<file path="config.mk">
export PLATFORM = sky130hd
export DESIGN_NAME = fft_sequencer_flat
export DESIGN_NICKNAME = d
export VERILOG_FILES = /design/src/rtl/fft_sequencer_if.sv /design/src/rtl/fft_sequencer.sv /design/src/flat_wrapper.sv
export SDC_FILE = /design/constraint.sdc
export NUM_CORES = 1
export LEC_CHECK = 0
export CELL_PAD_IN_SITES_DETAIL_PLACEMENT = 1
export CELL_PAD_IN_SITES_GLOBAL_PLACEMENT = 2
export CORE_MARGIN = 5
export CORE_UTILIZATION = 37
export CTS_CLUSTER_DIAMETER = 200
export DETAILED_ROUTE_END_ITERATION = 8
export PLACE_DENSITY = 0.92
export SLEW_MARGIN = 20
export SYNTH_ARGS = -nofsm -noshare
export SYNTH_HDL_FRONTEND = slang
export SYNTH_SLANG_ARGS = --single-unit
export TNS_END_PERCENT = 100
</file>
<file path="constraint.sdc">
create_clock -name i_clk -period 10.53 [get_ports i_clk]
set_input_delay 2.6325 -clock i_clk [delete_from_list [all_inputs] [get_ports i_clk]]
set_output_delay 2.6325 -clock i_clk [all_outputs]
set_load 0.03 [all_outputs]
</file>
<file path="src/rtl/fft_sequencer_if.sv">
// Operation request/completion bus between the FFT sequencer and the
// butterfly/swap execution unit.
interface fft_sequencer_if #(
  parameter int unsigned ADDR_WIDTH = 12
);
  logic                    o_op_valid;
  logic                    i_op_ready;
  logic                    i_op_done;
  logic                    o_op_swap;
  logic [ADDR_WIDTH-1:0]   o_addr_a;
  logic [ADDR_WIDTH-1:0]   o_addr_b;
  logic [ADDR_WIDTH-2:0]   o_twiddle;
  logic [3:0]              o_stage;

  // Sequencer side
  modport master (
    output o_op_valid, o_op_swap, o_addr_a, o_addr_b, o_twiddle, o_stage,
    input  i_op_ready, i_op_done
  );

  // Execution unit side
  modport slave (
    input  o_op_valid, o_op_swap, o_addr_a, o_addr_b, o_twiddle, o_stage,
    output i_op_ready, i_op_done
  );
endinterface

</file>
<file path="src/rtl/fft_sequencer.sv">
// In-place radix-2 DIT FFT sequencer: a bit-reversal swap pass followed by
// every butterfly of every stage, one operation in flight at a time.
module fft_sequencer #(
  parameter int unsigned ADDR_WIDTH = 12
) (
  input  logic             i_clk,
  input  logic             i_rstn,
  input  logic             i_start,
  input  logic [3:0]       i_log2n,
  output logic             o_busy,
  output logic             o_calc_end,
  fft_sequencer_if.master  op
);
  localparam int unsigned TW_WIDTH = ADDR_WIDTH - 1;

  typedef enum logic [2:0] {
    S_IDLE      = 3'd0,
    S_BITREV    = 3'd1,
    S_ISSUE     = 3'd2,
    S_WAIT_DONE = 3'd3,
    S_DONE      = 3'd4
  } state_t;

  state_t                r_state, w_state_nxt;
  logic [3:0]            r_log2n, w_log2n_nxt;
  logic [ADDR_WIDTH-1:0] r_idx, w_idx_nxt;
  logic [ADDR_WIDTH-1:0] r_k, w_k_nxt;
  logic [3:0]            r_s, w_s_nxt;

  logic [ADDR_WIDTH-1:0] w_n_m1, w_k_last, w_rev_full, w_rev;
  logic                  w_legal, w_swap_hit;

  logic [ADDR_WIDTH-1:0] w_half, w_pos, w_grp, w_bf_a, w_bf_b;
  logic [TW_WIDTH-1:0]   w_bf_tw;

  logic                  w_busy_nxt, w_calc_end_nxt, w_valid_nxt, w_load, w_clear, w_swap_nxt;

  logic                  r_busy, r_calc_end, r_op_valid, r_op_swap;
  logic [ADDR_WIDTH-1:0] r_addr_a, r_addr_b;
  logic [TW_WIDTH-1:0]   r_twiddle;
  logic [3:0]            r_stage;

  // Scan limits and bit-reversed scan index for the latched transform size
  always_comb begin
    w_legal  = (i_log2n != 4'd0) && (32'(i_log2n) <= ADDR_WIDTH);
    w_n_m1   = ADDR_WIDTH'((32'd1 << r_log2n) - 32'd1);
    w_k_last = ADDR_WIDTH'(((32'd1 << r_log2n) >> 1) - 32'd1);
    w_rev_full = '0;
    for (int unsigned j = 0; j < ADDR_WIDTH; j++) begin
      w_rev_full[j] = r_idx[ADDR_WIDTH-1-j];
    end
    w_rev      = w_rev_full >> (ADDR_WIDTH - 32'(r_log2n));
    w_swap_hit = (w_rev > r_idx);
  end

  // State and counter registers
  always_ff @(posedge i_clk or negedge i_rstn) begin
    if (!i_rstn) begin
      r_state <= S_IDLE;
      r_log2n <= '0;
      r_idx   <= '0;
      r_k     <= '0;
      r_s     <= '0;
    end else begin
      r_state <= w_state_nxt;
      r_log2n <= w_log2n_nxt;
      r_idx   <= w_idx_nxt;
      r_k     <= w_k_nxt;
      r_s     <= w_s_nxt;
    end
  end

  // Next state and next counter values
  always_comb begin
    w_state_nxt = r_state;
    w_log2n_nxt = r_log2n;
    w_idx_nxt   = r_idx;
    w_k_nxt     = r_k;
    w_s_nxt     = r_s;
    case (r_state)
      S_IDLE: begin
        if (i_start && w_legal) begin
          w_state_nxt = S_BITREV;
          w_log2n_nxt = i_log2n;
          w_idx_nxt   = '0;
          w_k_nxt     = '0;
          w_s_nxt     = '0;
        end
      end
      S_BITREV: begin
        if (w_swap_hit) begin
          w_state_nxt = S_ISSUE;
        end else if (r_idx == w_n_m1) begin
          w_state_nxt = S_ISSUE;
          w_k_nxt     = '0;
          w_s_nxt     = '0;
        end else begin
          w_idx_nxt = r_idx + ADDR_WIDTH'(1);
        end
      end
      S_ISSUE: begin
        if (op.i_op_ready) begin
          w_state_nxt = S_WAIT_DONE;
        end
      end
      S_WAIT_DONE: begin
        if (op.i_op_done) begin
          if (r_op_swap) begin
            w_state_nxt = S_BITREV;
            w_idx_nxt   = r_idx + ADDR_WIDTH'(1);
          end else if (r_k == w_k_last) begin
            if (r_s == r_log2n - 4'd1) begin
              w_state_nxt = S_DONE;
            end else begin
              w_state_nxt = S_ISSUE;
              w_k_nxt     = '0;
              w_s_nxt     = r_s + 4'd1;
            end
          end else begin
            w_state_nxt = S_ISSUE;
            w_k_nxt     = r_k + ADDR_WIDTH'(1);
          end
        end
      end
      S_DONE: begin
        w_state_nxt = S_IDLE;
      end
      default: begin
        w_state_nxt = S_IDLE;
      end
    endcase
  end

  // Butterfly operand pair and twiddle for the next (stage, k)
  always_comb begin
    w_half  = ADDR_WIDTH'(1) << w_s_nxt;
    w_pos   = w_k_nxt & (w_half - ADDR_WIDTH'(1));
    w_grp   = w_k_nxt >> w_s_nxt;
    w_bf_a  = (w_grp << (5'(w_s_nxt) + 5'd1)) | w_pos;
    w_bf_b  = w_bf_a + w_half;
    w_bf_tw = TW_WIDTH'(w_pos << (r_log2n - 4'd1 - w_s_nxt));
  end

  // Next values of the registered outputs
  always_comb begin
    w_busy_nxt     = (w_state_nxt == S_BITREV) || (w_state_nxt == S_ISSUE) ||
                     (w_state_nxt == S_WAIT_DONE);
    w_calc_end_nxt = (w_state_nxt == S_DONE);
    w_valid_nxt    = (w_state_nxt == S_ISSUE);
    w_load         = (w_state_nxt == S_ISSUE) && (r_state != S_ISSUE);
    w_clear        = (r_state == S_IDLE) && (w_state_nxt == S_BITREV);
    w_swap_nxt     = (r_state == S_BITREV) && w_swap_hit;
  end

  // Output and payload registers; payload only changes when a new request is loaded
  always_ff @(posedge i_clk or negedge i_rstn) begin
    if (!i_rstn) begin
      r_busy     <= 1'b0;
      r_calc_end <= 1'b0;
      r_op_valid <= 1'b0;
      r_op_swap  <= 1'b0;
      r_addr_a   <= '0;
      r_addr_b   <= '0;
      r_twiddle  <= '0;
      r_stage    <= '0;
    end else begin
      r_busy     <= w_busy_nxt;
      r_calc_end <= w_calc_end_nxt;
      r_op_valid <= w_valid_nxt;
      if (w_clear) begin
        r_op_swap <= 1'b0;
        r_addr_a  <= '0;
        r_addr_b  <= '0;
        r_twiddle <= '0;
        r_stage   <= '0;
      end else if (w_load) begin
        r_op_swap <= w_swap_nxt;
        if (w_swap_nxt) begin
          r_addr_a  <= r_idx;
          r_addr_b  <= w_rev;
          r_twiddle <= '0;
          r_stage   <= '0;
        end else begin
          r_addr_a  <= w_bf_a;
          r_addr_b  <= w_bf_b;
          r_twiddle <= w_bf_tw;
          r_stage   <= w_s_nxt;
        end
      end
    end
  end

  assign o_busy         = r_busy;
  assign o_calc_end     = r_calc_end;
  assign op.o_op_valid  = r_op_valid;
  assign op.o_op_swap   = r_op_swap;
  assign op.o_addr_a    = r_addr_a;
  assign op.o_addr_b    = r_addr_b;
  assign op.o_twiddle   = r_twiddle;
  assign op.o_stage     = r_stage;
endmodule

</file>
<file path="src/flat_wrapper.sv">
// flat-port wrapper written by rule: the top's interface ports become plain ports
module fft_sequencer_flat 
#(
  parameter int unsigned ADDR_WIDTH = 12
)
  (i_clk, i_rstn, i_start, i_log2n, o_busy, o_calc_end, op_o_op_valid, op_o_op_swap, op_o_addr_a, op_o_addr_b, op_o_twiddle, op_o_stage, op_i_op_ready, op_i_op_done);
  fft_sequencer_if #(.ADDR_WIDTH(ADDR_WIDTH)) op_i ();
  input  logic i_clk;
  input  logic i_rstn;
  input  logic i_start;
  input  logic [3:0] i_log2n;
  output logic o_busy;
  output logic o_calc_end;
  output wire logic [$bits(op_i.o_op_valid)-1:0] op_o_op_valid;
  output wire logic [$bits(op_i.o_op_swap)-1:0] op_o_op_swap;
  output wire logic [$bits(op_i.o_addr_a)-1:0] op_o_addr_a;
  output wire logic [$bits(op_i.o_addr_b)-1:0] op_o_addr_b;
  output wire logic [$bits(op_i.o_twiddle)-1:0] op_o_twiddle;
  output wire logic [$bits(op_i.o_stage)-1:0] op_o_stage;
  input wire logic [$bits(op_i.i_op_ready)-1:0] op_i_op_ready;
  input wire logic [$bits(op_i.i_op_done)-1:0] op_i_op_done;
  assign op_o_op_valid = op_i.o_op_valid;
  assign op_o_op_swap = op_i.o_op_swap;
  assign op_o_addr_a = op_i.o_addr_a;
  assign op_o_addr_b = op_i.o_addr_b;
  assign op_o_twiddle = op_i.o_twiddle;
  assign op_o_stage = op_i.o_stage;
  assign op_i.i_op_ready = op_i_op_ready;
  assign op_i.i_op_done = op_i_op_done;
  fft_sequencer #(.ADDR_WIDTH(ADDR_WIDTH)) u_core (.i_clk(i_clk), .i_rstn(i_rstn), .i_start(i_start), .i_log2n(i_log2n), .o_busy(o_busy), .o_calc_end(o_calc_end), .op(op_i));
endmodule
</file>
== Word level (Yosys, flattened, before mapping) ==
Cells that the tools add are included.
Storage, ports and cells
  flip-flop bits (word level): 78
  output and inout port bits: 43
Cells by class
  muxes and demuxes: 45
  eq/ne operators: 16
  shift-type cells: 6
  add/subtract/negate cells: 11
  bitwise logic cells: 2
  $lt $le $gt $ge: 2
  reductions and logical operators: 13
Operators by type and width (number)
  12-bit two-way mux: 18
  12-bit case mux with 3 select lines: 2
  4-bit two-way mux: 10
  12-bit by 1-bit subtractor with 12-bit output (second input constant): 3
  11-bit two-way mux: 3
  12-bit by 32-bit >> shifter with 12-bit output: 1
  12-bit by 1-bit adder with 12-bit output (second input constant): 2
  12-bit equality test: 2
  3-bit two-way mux: 8
  1-bit by 4-bit left shift with 13-bit output (first input constant): 1
  12-bit adder: 1
  12-bit AND: 1
  3-bit by 2-bit equality test with 1-bit output (second input constant): 4
  12-bit > comparator: 1
  12-bit OR: 1
  3-bit case mux with 4 select lines: 1
  4-bit case mux with 3 select lines: 1
  1-bit by 4-bit left shift with 12-bit output (first input constant): 1
  12-bit by 4-bit left shift with 11-bit output: 1
  12-bit by 5-bit left shift with 12-bit output: 1
  12-bit by 4-bit >> shifter with 12-bit output: 1
  3-bit by 1-bit equality test with 1-bit output (second input constant): 2
  2-bit != test (second input constant): 3
  6-bit AND reduction: 1
  other kinds (18): 25

== Depth between registers and ports, before layout ==
Gate-level depths: netlist (run 1).
  word-level depth: 15
  depth in mapped cells: 42

== Worst setup path before layout (run 1) ==
No wires, ideal clock.
  kind: register -> register
  start: register u_core.r_log2n[0]
  end: register u_core.r_addr_b[9], in the netlist u_core.op.o_addr_b[9]
  cell stages (with the launch flop): 36
  clock period less this slack: 7660 ps
  setup slack: 2870 ps
  buffers on the path: 8
  library setup time: 140 ps
  arrival: 7521 ps
  cell sequence: dfrtp_1 clkbuf_1 clkbuf_1 inv_1 ha_1 clkbuf_1 buf_1 mux4_2 a31oi_1 nor2_1 ha_1 nand2_1 o21ai_0 a221oi_1 a32o_1 nand2_1 o41ai_4 nand2_2 buf_6 o22a_1 buf_2 buf_1 ha_1 ha_1 clkbuf_1 or4_1 and2_1 o31ai_1 o21ai_0 ha_1 a21o_1 a22o_1 nor2_1 o21ai_2 xnor2_1 o221ai_1
On the way
  word-level cells in the longest chain between the ends: 15
  elaborated cells between the ends (all ways): 48
  those cells by class: add/sub (7); order compare (1); eq/ne (5); shift (5); mux (24); bitwise (2); reduce/logical (4)
Ends and longest elaborated chain
  from (decl): RTL line fft_sequencer.sv:25  | logic [3:0] r_log2n, w_log2n_nxt;
  from (signal assigned): RTL line fft_sequencer.sv:66  | r_log2n <= w_log2n_nxt;
  branches (longest 6 deep; another with 12-bit > comparator)
  4-bit case mux with 3 select lines *: RTL line fft_sequencer.sv:80  | case (r_state)
  net u_core.w_s_nxt[0]: RTL line fft_sequencer.sv:28  | logic [3:0] r_s, w_s_nxt;
  1-bit by 4-bit left shift with 12-bit output: RTL line fft_sequencer.sv:136  | w_half = ADDR_WIDTH'(1) << w_s_nxt;
  12-bit by 1-bit subtractor with 12-bit output: RTL line fft_sequencer.sv:137  | w_pos = w_k_nxt & (w_half - ADDR_WIDTH'(1));
  12-bit AND: RTL line fft_sequencer.sv:137
  12-bit OR: RTL line fft_sequencer.sv:139  | w_bf_a = (w_grp << (5'(w_s_nxt) + 5'd1)) | w_pos;
  12-bit adder *: RTL line fft_sequencer.sv:140  | w_bf_b = w_bf_a + w_half;
  12-bit two-way mux *: RTL line fft_sequencer.sv:178  | if (w_swap_nxt) begin
  12-bit two-way mux *: RTL line fft_sequencer.sv:176  | end else if (w_load) begin
  12-bit two-way mux *: RTL line fft_sequencer.sv:170  | if (w_clear) begin
  to (signal assigned): RTL line fft_sequencer.sv:180  | r_addr_b <= w_rev;
  to (signal assigned): RTL line fft_sequencer.sv:185  | r_addr_b <= w_bf_b;
  to (decl): RTL line fft_sequencer.sv:39  | logic [ADDR_WIDTH-1:0] r_addr_a, r_addr_b;
Mark *: on every way through the listed nets, which the timed path passes. The select of a mux whose other input is x is not followed.
A chain may end at the register's enable or synchronous reset.

== Worst setup path in the final report (run 1) ==
  start: register u_core.r_log2n[0]
  end: register u_core.r_addr_b[11], in the netlist u_core.op.o_addr_b[11]
On the way
  word-level cells in the longest chain between the ends: 15
  elaborated cells between the ends (all ways): 48
  those cells by class: add/sub (7); order compare (1); eq/ne (5); shift (5); mux (24); bitwise (2); reduce/logical (4)
Ends and longest elaborated chain
  branches (longest 15 deep; another with 12-bit > comparator)
Several ways; the timed one is not identified. The select of a mux whose other input is x is not followed.

==> qor.yml, run 1 <==
setup_tns_ns: 0
ctsResizeCount: 0
nets: 1084
final_common_cell: "nand2_1"
swShare_pct: 54.9
mostFrequentLayoutCells: "92 x nand2_1, 84 x nor2_1, 78 x dfrtp_1"
hold_class: "reg -> reg"
status: "completed"
detail_route.vias_per_cell: 6.29
htreeDepth: 3
dr.first_iter.drc_count: 650
synthDominantCellAreaShare_pct: 23.8
antenna_found_initial: 0
die_h_um: 159
clockBufferDepth: 2
finalWorstSetupSlack_ns: 0.569
cts_tree: "yes"
rrSetupSlack_ns: 0.57
grt_usage_pct: 23.2
dr.pass1.iters: 5
cts_made_buffers: 9
drv_cap: 0
ys_ff_latch: 78
postCtsHoldBufs: 0
powerDensity_mw_per_mm2: 292
synth.area.top_cells: "dfrtp_1 24%, ha_1 7.0%, xnor2_1 5.0%, nand2_1 4.2%, nor2_1 3.9%"
grt_pass1_vias: 8395
start_kind: "register"
reg2reg_depth: 30
p_leak_nw: 3.93
rows: 54
setup.worst_path.start: "u_core.r_log2n[0]$_DFFE_PN0P_"
p_sw_mw: 1.47
slew_headroom_pct: 30.6
power.internal_mw: 1.21
path_common_cell: "ha_1"
tightest_slew_ns: 1.03
wl_per_cell_um: 22.9
overflow: 0
crit_family: "compound AO/OA/AOI/OAI gates"
avgSynthCellArea_sq_um: 7.98
drive_above_1_share_pct: 7.75
worstSetupPathType: "reg -> reg"
crit_buf_inv: 4
synthesis.area_sq_mm: 0.00821
rsz0062_at_grt: "no"
area_growth_pct: 11.5
fin_skew_ns: 0.0153
finalWirelength_um: 30000
combPwrFrac_pct: 69.7
grt_pass1_wl_um: 48100
p_seq_share_pct: 16.8
port_buffers: 51
fin_crit_ns: 9.96
max_stage_delay_ns: 0.97
antenna_left: 0
dp_hpwl_um: 22900
cp.arrival_ns: 10.21
num_vias: 8251
r2r-start: "u_core.r_log2n[0]$_DFFE_PN0P_"
postSynth.asyncResetShare_pct: 100
hold_violations: 0
num_antenna_cells: 0
gp_congestion: 0.931
timing.final.crit_share_pct: 94.6
critPathSlowestCell: "dfrtp_1"
cp.depth: 30
cp-end-kind: "register"
place_area_sq_mm: 0.00882
final_max_slew_viol_count: 0
core_area_sq_mm: 0.0218
die-area_sq_mm: 0.0253
pwr-share-clk_pct: 13.5
ios: 52
dp_slack_ns: 0.812
synth_cell_type_count: 93
ys_seq_area_share_pct: 23.8
initial_core_util_pct: 37.6
crit_end: "u_core.op.o_addr_b[11]$_DFFE_PN0P_"
r2r-end: "u_core.op.o_addr_b[11]$_DFFE_PN0P_"
cts.clk_slew.worst_paths_ns: 0.08
fmax_ghz: 0.100
synth_nets: 1086
required_ns: 10.78
ys.warnings.count: 0
fillerInstances: 2603
peakVddDrop_mv: 0.126
design_area_sq_mm: 0.00915
root_buffer: "clkbuf_16"
crit_path_max_fanout: 27
drc: 0
grt_max_degree: 46
synth.largest_area_cell: "dfrtp_1"
ys.flop_type: "dfrtp_1"
synth-edff-count: 0
die_width_um: 159
post-cts-setup-buffer-count: 0
worst_skew_pair.late_latency_ns: 0.37
clock-sinks: 78
synth_cells: 1029
finalSetupViolCount: 0
[sequential cells by signal (all words and copies together) (netlist names), 3 cells and up]
signal / count
u_core.op.o_addr_a: 12
u_core.op.o_addr_b: 12
u_core.op.o_stage: 4
u_core.op.o_twiddle: 11
u_core.r_idx: 12
u_core.r_k: 12
u_core.r_log2n: 4
u_core.r_s: 4
u_core.r_state: 3
[area by class of cell]
class,instances,area [sq um],share of cell area [%]
inverters,61,229,2.50
flip-flops and latches,78,1950,21.3
well taps,280,350,3.83
repair buffers,61,583,6.37
clock inverters,7,103,1.12
multi-input cells,816,5710,62.4
clock buffers,9,225,2.46
[stage by stage]
step / total power, mW / util, % / hold slack [ns] / std cells
after floorplan: 1.76 / - / 0.523 / 1029
after global placement: 2.24 / 40.4 / 0.468 / 1296
after detailed placement: 2.28 / 40.4 / 0.469 / 1296
after CTS: 2.66 / 41.9 / 0.487 / 1312
after global routing: 2.86 / 41.9 / 0.516 / 1312
final: 2.67 / 41.9 / 0.483 / 1312
[logic make-up after synthesis]
group | synth area share (%)
compound gates | 25.3
xor+xnor | 6.72
fa+ha+maj | 7.50
buf+inv | 6.91
flops | 23.8
mux | 6.74
simple gates | 23.0
[layer usage]
| metal | wire length, um | track usage [%] | share of wire [%] |
|---|---|---|---|
| met5 | 0 | 0 | 0 |
| met4 | 883 | 7.37 | 2.9 |
| met3 | 1560 | 3.81 | 5.2 |
| met1 | 13400 | 31.0 | 45 |
| met2 | 14200 | 38.3 | 47 |
[worst reg2reg max path, delay by kind of cell, from the launching register on]
kind,cells,cell delay (ns)
fa+ha+maj,4,1.69
simple gates,7,1.25
compound gates,15,4.77
buf+inv,4,1.17
flops,1,0.97
[worst min-delay path by stage]
stage,slack [ns],end,cells past startpoint,start
CTS,0.49,u_core.op.o_twiddle[2]$_DFFE_PN0P_,2,u_core.op.o_twiddle[2]$_DFFE_PN0P_
finish,0.48,u_core.op.o_twiddle[2]$_DFFE_PN0P_,2,u_core.op.o_twiddle[2]$_DFFE_PN0P_
global route,0.52,u_core.op.o_addr_b[8]$_DFFE_PN0P_,2,u_core.op.o_addr_b[8]$_DFFE_PN0P_
floorplan,0.52,u_core.op.o_addr_a[8]$_DFFE_PN0P_,2,u_core.r_idx[8]$_DFFE_PN0P_
global placement,0.47,u_core.op.o_twiddle[10]$_DFFE_PN0P_,2,u_core.op.o_twiddle[10]$_DFFE_PN0P_
detailed placement,0.47,u_core.op.o_twiddle[2]$_DFFE_PN0P_,2,u_core.op.o_twiddle[2]$_DFFE_PN0P_
[power by group through the flow]
stage / Sequential (mW) / Combinational, mW / Clock, mW
floorplan: 0.458 / 1.30 / 0
global placement: 0.450 / 1.79 / 0
detailed placement: 0.452 / 1.83 / 0
CTS: 0.447 / 1.85 / 0.368
global route: 0.455 / 2.03 / 0.379
finish: 0.449 / 1.86 / 0.362
[synth_stat cells (all sizes together) (18+ instances only)]
cell type and count:
o21ai 66, nor3 31, mux2i 29, inv 60, a21oi 36, nor2 86, clkbuf 43, nand2b 18
nand2 93, nand3 41, dfrtp 78, buf 31, xnor2 47, a211oi 19, ha 46
No activity file was read; power rests on OpenSTA's default activity.
==> run 2: changes to the inputs <==
- GPL_ROUTABILITY_DRIVEN: unset -> 0
==> qor.yml, run 2 (synthesis results as in run 1) <==
status: "completed"
port_buffers: 51  # unchanged
detail_route.vias_per_cell: 6.35  # +0.91%
wl_per_cell_um: 23.2  # +1.5%
antenna_left: 0  # unchanged
hold_violations: 0  # unchanged
worstSetupPathType: "reg -> reg"
area_growth_pct: 11.5  # about the same
rsz0062_at_grt: "no"
start_kind: "register"
die_width_um: 159  # unchanged
pwr-share-clk_pct: 13.7  # +0.2 points
finalWirelength_um: 30500  # +1.5%
cp.arrival_ns: 9.94  # -0.27 ns
required_ns: 10.78  # about the same
swShare_pct: 55.0  # +0.099 points
root_buffer: "clkbuf_16"
grt_pass1_wl_um: 48200  # +0.14%
cts_made_buffers: 9  # unchanged
tightest_slew_ns: 1.12  # +0.0951 ns
nets: 1084  # unchanged
initial_core_util_pct: 37.6  # unchanged
die-area_sq_mm: 0.0253  # unchanged
combPwrFrac_pct: 69.5  # -0.2 points
p_sw_mw: 1.48  # +0.53%
max_stage_delay_ns: 0.71  # -0.26 ns
powerDensity_mw_per_mm2: 293  # +0.30%
ios: 52  # unchanged
drv_cap: 0  # unchanged
drive_above_1_share_pct: 7.85  # +0.097 points
cts.clk_slew.worst_paths_ns: 0.08  # about the same
fin_crit_ns: 9.69  # -0.268 ns
finalPower_mw: 2.68  # +0.35%
hold_class: "reg -> reg"
fin_skew_ns: 0.0148  # -0.000502 ns
dp_hpwl_um: 23000  # +0.30%
final_max_slew_viol_count: 0  # unchanged
fmax_ghz: 0.103  # +2.8%
antenna_found_initial: 1  # +1
timing.final.crit_share_pct: 92.1  # -2.5 points
hold_start: "u_core.op.o_twiddle[2]$_DFFE_PN0P_"
dr.pass1.iters: 5  # unchanged
num_vias: 8326  # +0.91%
final_common_cell: "nand2_1"
cts_tree: "yes"
overflow: 0  # unchanged
htreeDepth: 3  # unchanged
setup.worst_path.start: "u_core.r_log2n[0]$_DFFE_PN0P_"
dr.first_iter.drc_count: 892  # +37%
p_leak_nw: 3.93  # about the same
worst_skew_pair.late_latency_ns: 0.36  # about the same
post-cts-setup-buffer-count: 0  # unchanged
core_area_sq_mm: 0.0218  # unchanged
path_common_cell: "ha_1"
clockBufferDepth: 2  # unchanged
grt_pass1_vias: 8294  # -1.2%
p_seq_share_pct: 16.9  # about the same
die_h_um: 159  # unchanged
crit_path_max_fanout: 27  # unchanged
drc: 0  # unchanged
grt_max_degree: 59  # +28%
finalSetupViolCount: 0  # unchanged
postCtsHoldBufs: 0  # unchanged
r2r-start: "u_core.r_log2n[0]$_DFFE_PN0P_"
rows: 54  # unchanged
peakVddDrop_mv: 0.158  # +25%
fillerInstances: 2606  # +0.12%
cp-end-kind: "register"
critPathSlowestCell: "dfrtp_2"
slew_headroom_pct: 24.2  # -6.4 points
clock-sinks: 78  # unchanged
mostFrequentLayoutCells: "92 x nand2_1, 84 x nor2_1, 77 x dfrtp_1"
num_antenna_cells: 0  # unchanged
setup_tns_ns: 0  # unchanged
grt_usage_pct: 23.3  # +0.12 points
power.internal_mw: 1.21  # +0.13%
-- run 2: cell count changes in the layout (fill, tap and decap cells not counted) --
cell	previous run	this run
inv_8	0	1
dfrtp_2	0	1
dfrtp_1	78	77
inv_6	4	2
clkinv_4	0	1
-- run 2: critical path, delay by kind of cell (launching register included) --
family          cells  cell delay [ns]
compound gates     15             4.81
fa+ha+maj           4             1.69
simple gates        7             1.22
buf+inv             4             1.11
flops               1             0.71
-- run 2: layout make-up --
type	count	area (sq um)	area share (%)
clock inverter	7	105	1.15
timing repair buffer	61	583	6.37
sequential	78	1950	21.3
inverter	61	229	2.50
multi-input combinational	816	5710	62.3
clock buffer	9	225	2.46
tap	280	350	3.83
-- run 2: worst paths after layout --
check	endpoint	slack, ns	cells after the start
setup / recovery	u_core.op.o_addr_b[11]$_DFFE_PN0P_	0.84	30
hold / removal	u_core.op.o_twiddle[2]$_DFFE_PN0P_	0.47	2
setup reg to reg	u_core.op.o_addr_b[11]$_DFFE_PN0P_	0.84	30
hold reg to reg	u_core.op.o_twiddle[2]$_DFFE_PN0P_	0.47	2
max in group asynchronous	u_core.r_log2n[0]$_DFFE_PN0P_	7.23	2
min in group asynchronous	u_core.r_idx[4]$_DFFE_PN0P_	2.16	1
-- run 2: layer usage --
metal	vias up	GRT usage, %	part of all wire (%)
met5	-	0	0.036
met4	2	6.98	2.7
met3	62	3.78	5.8
met2	313	38.0	47
met1	4167	31.9	45
li1	3782	-	-
-- run 2: power by group through the flow --
stage | Sequential (mW) | Clock (mW) | Combinational (mW)
2_1_floorplan | 0.458 | 0 | 1.30
4_1_cts | 0.450 | 0.370 | 1.84
5_1_grt | 0.459 | 0.382 | 2.02
3_3_place_gp | 0.452 | 0 | 1.79
6_report | 0.453 | 0.367 | 1.86
3_5_place_dp | 0.455 | 0 | 1.83
-- run 2: per-stage QoR --
stage                     worst slack, ns  hold WS [ns]  instance area (sq um)  std cells  utilization [%]
after floorplan                      2.87         0.523                   8210       1029                -
after global placement              0.935         0.468                   8820       1296             40.4
after detailed placement            0.806         0.465                   8820       1296             40.4
after CTS                           0.733         0.480                   9150       1312             41.9
after global routing                0.358         0.512                   9150       1312             41.9
final                               0.837         0.475                   9150       1312             41.9
-- run 2: timing repair --
item,4_1_cts,5_1_grt
endpoints found under the setup margin,0,1
endpoints found under the hold margin,0,0
resized for setup,0,1
==> run 3: changes to the inputs <==
- ABC_CLOCK_PERIOD_IN_PS: unset -> 10530
==> results of run 3 <==
The final DEF is identical to that of run 2; final timing and power are the same.
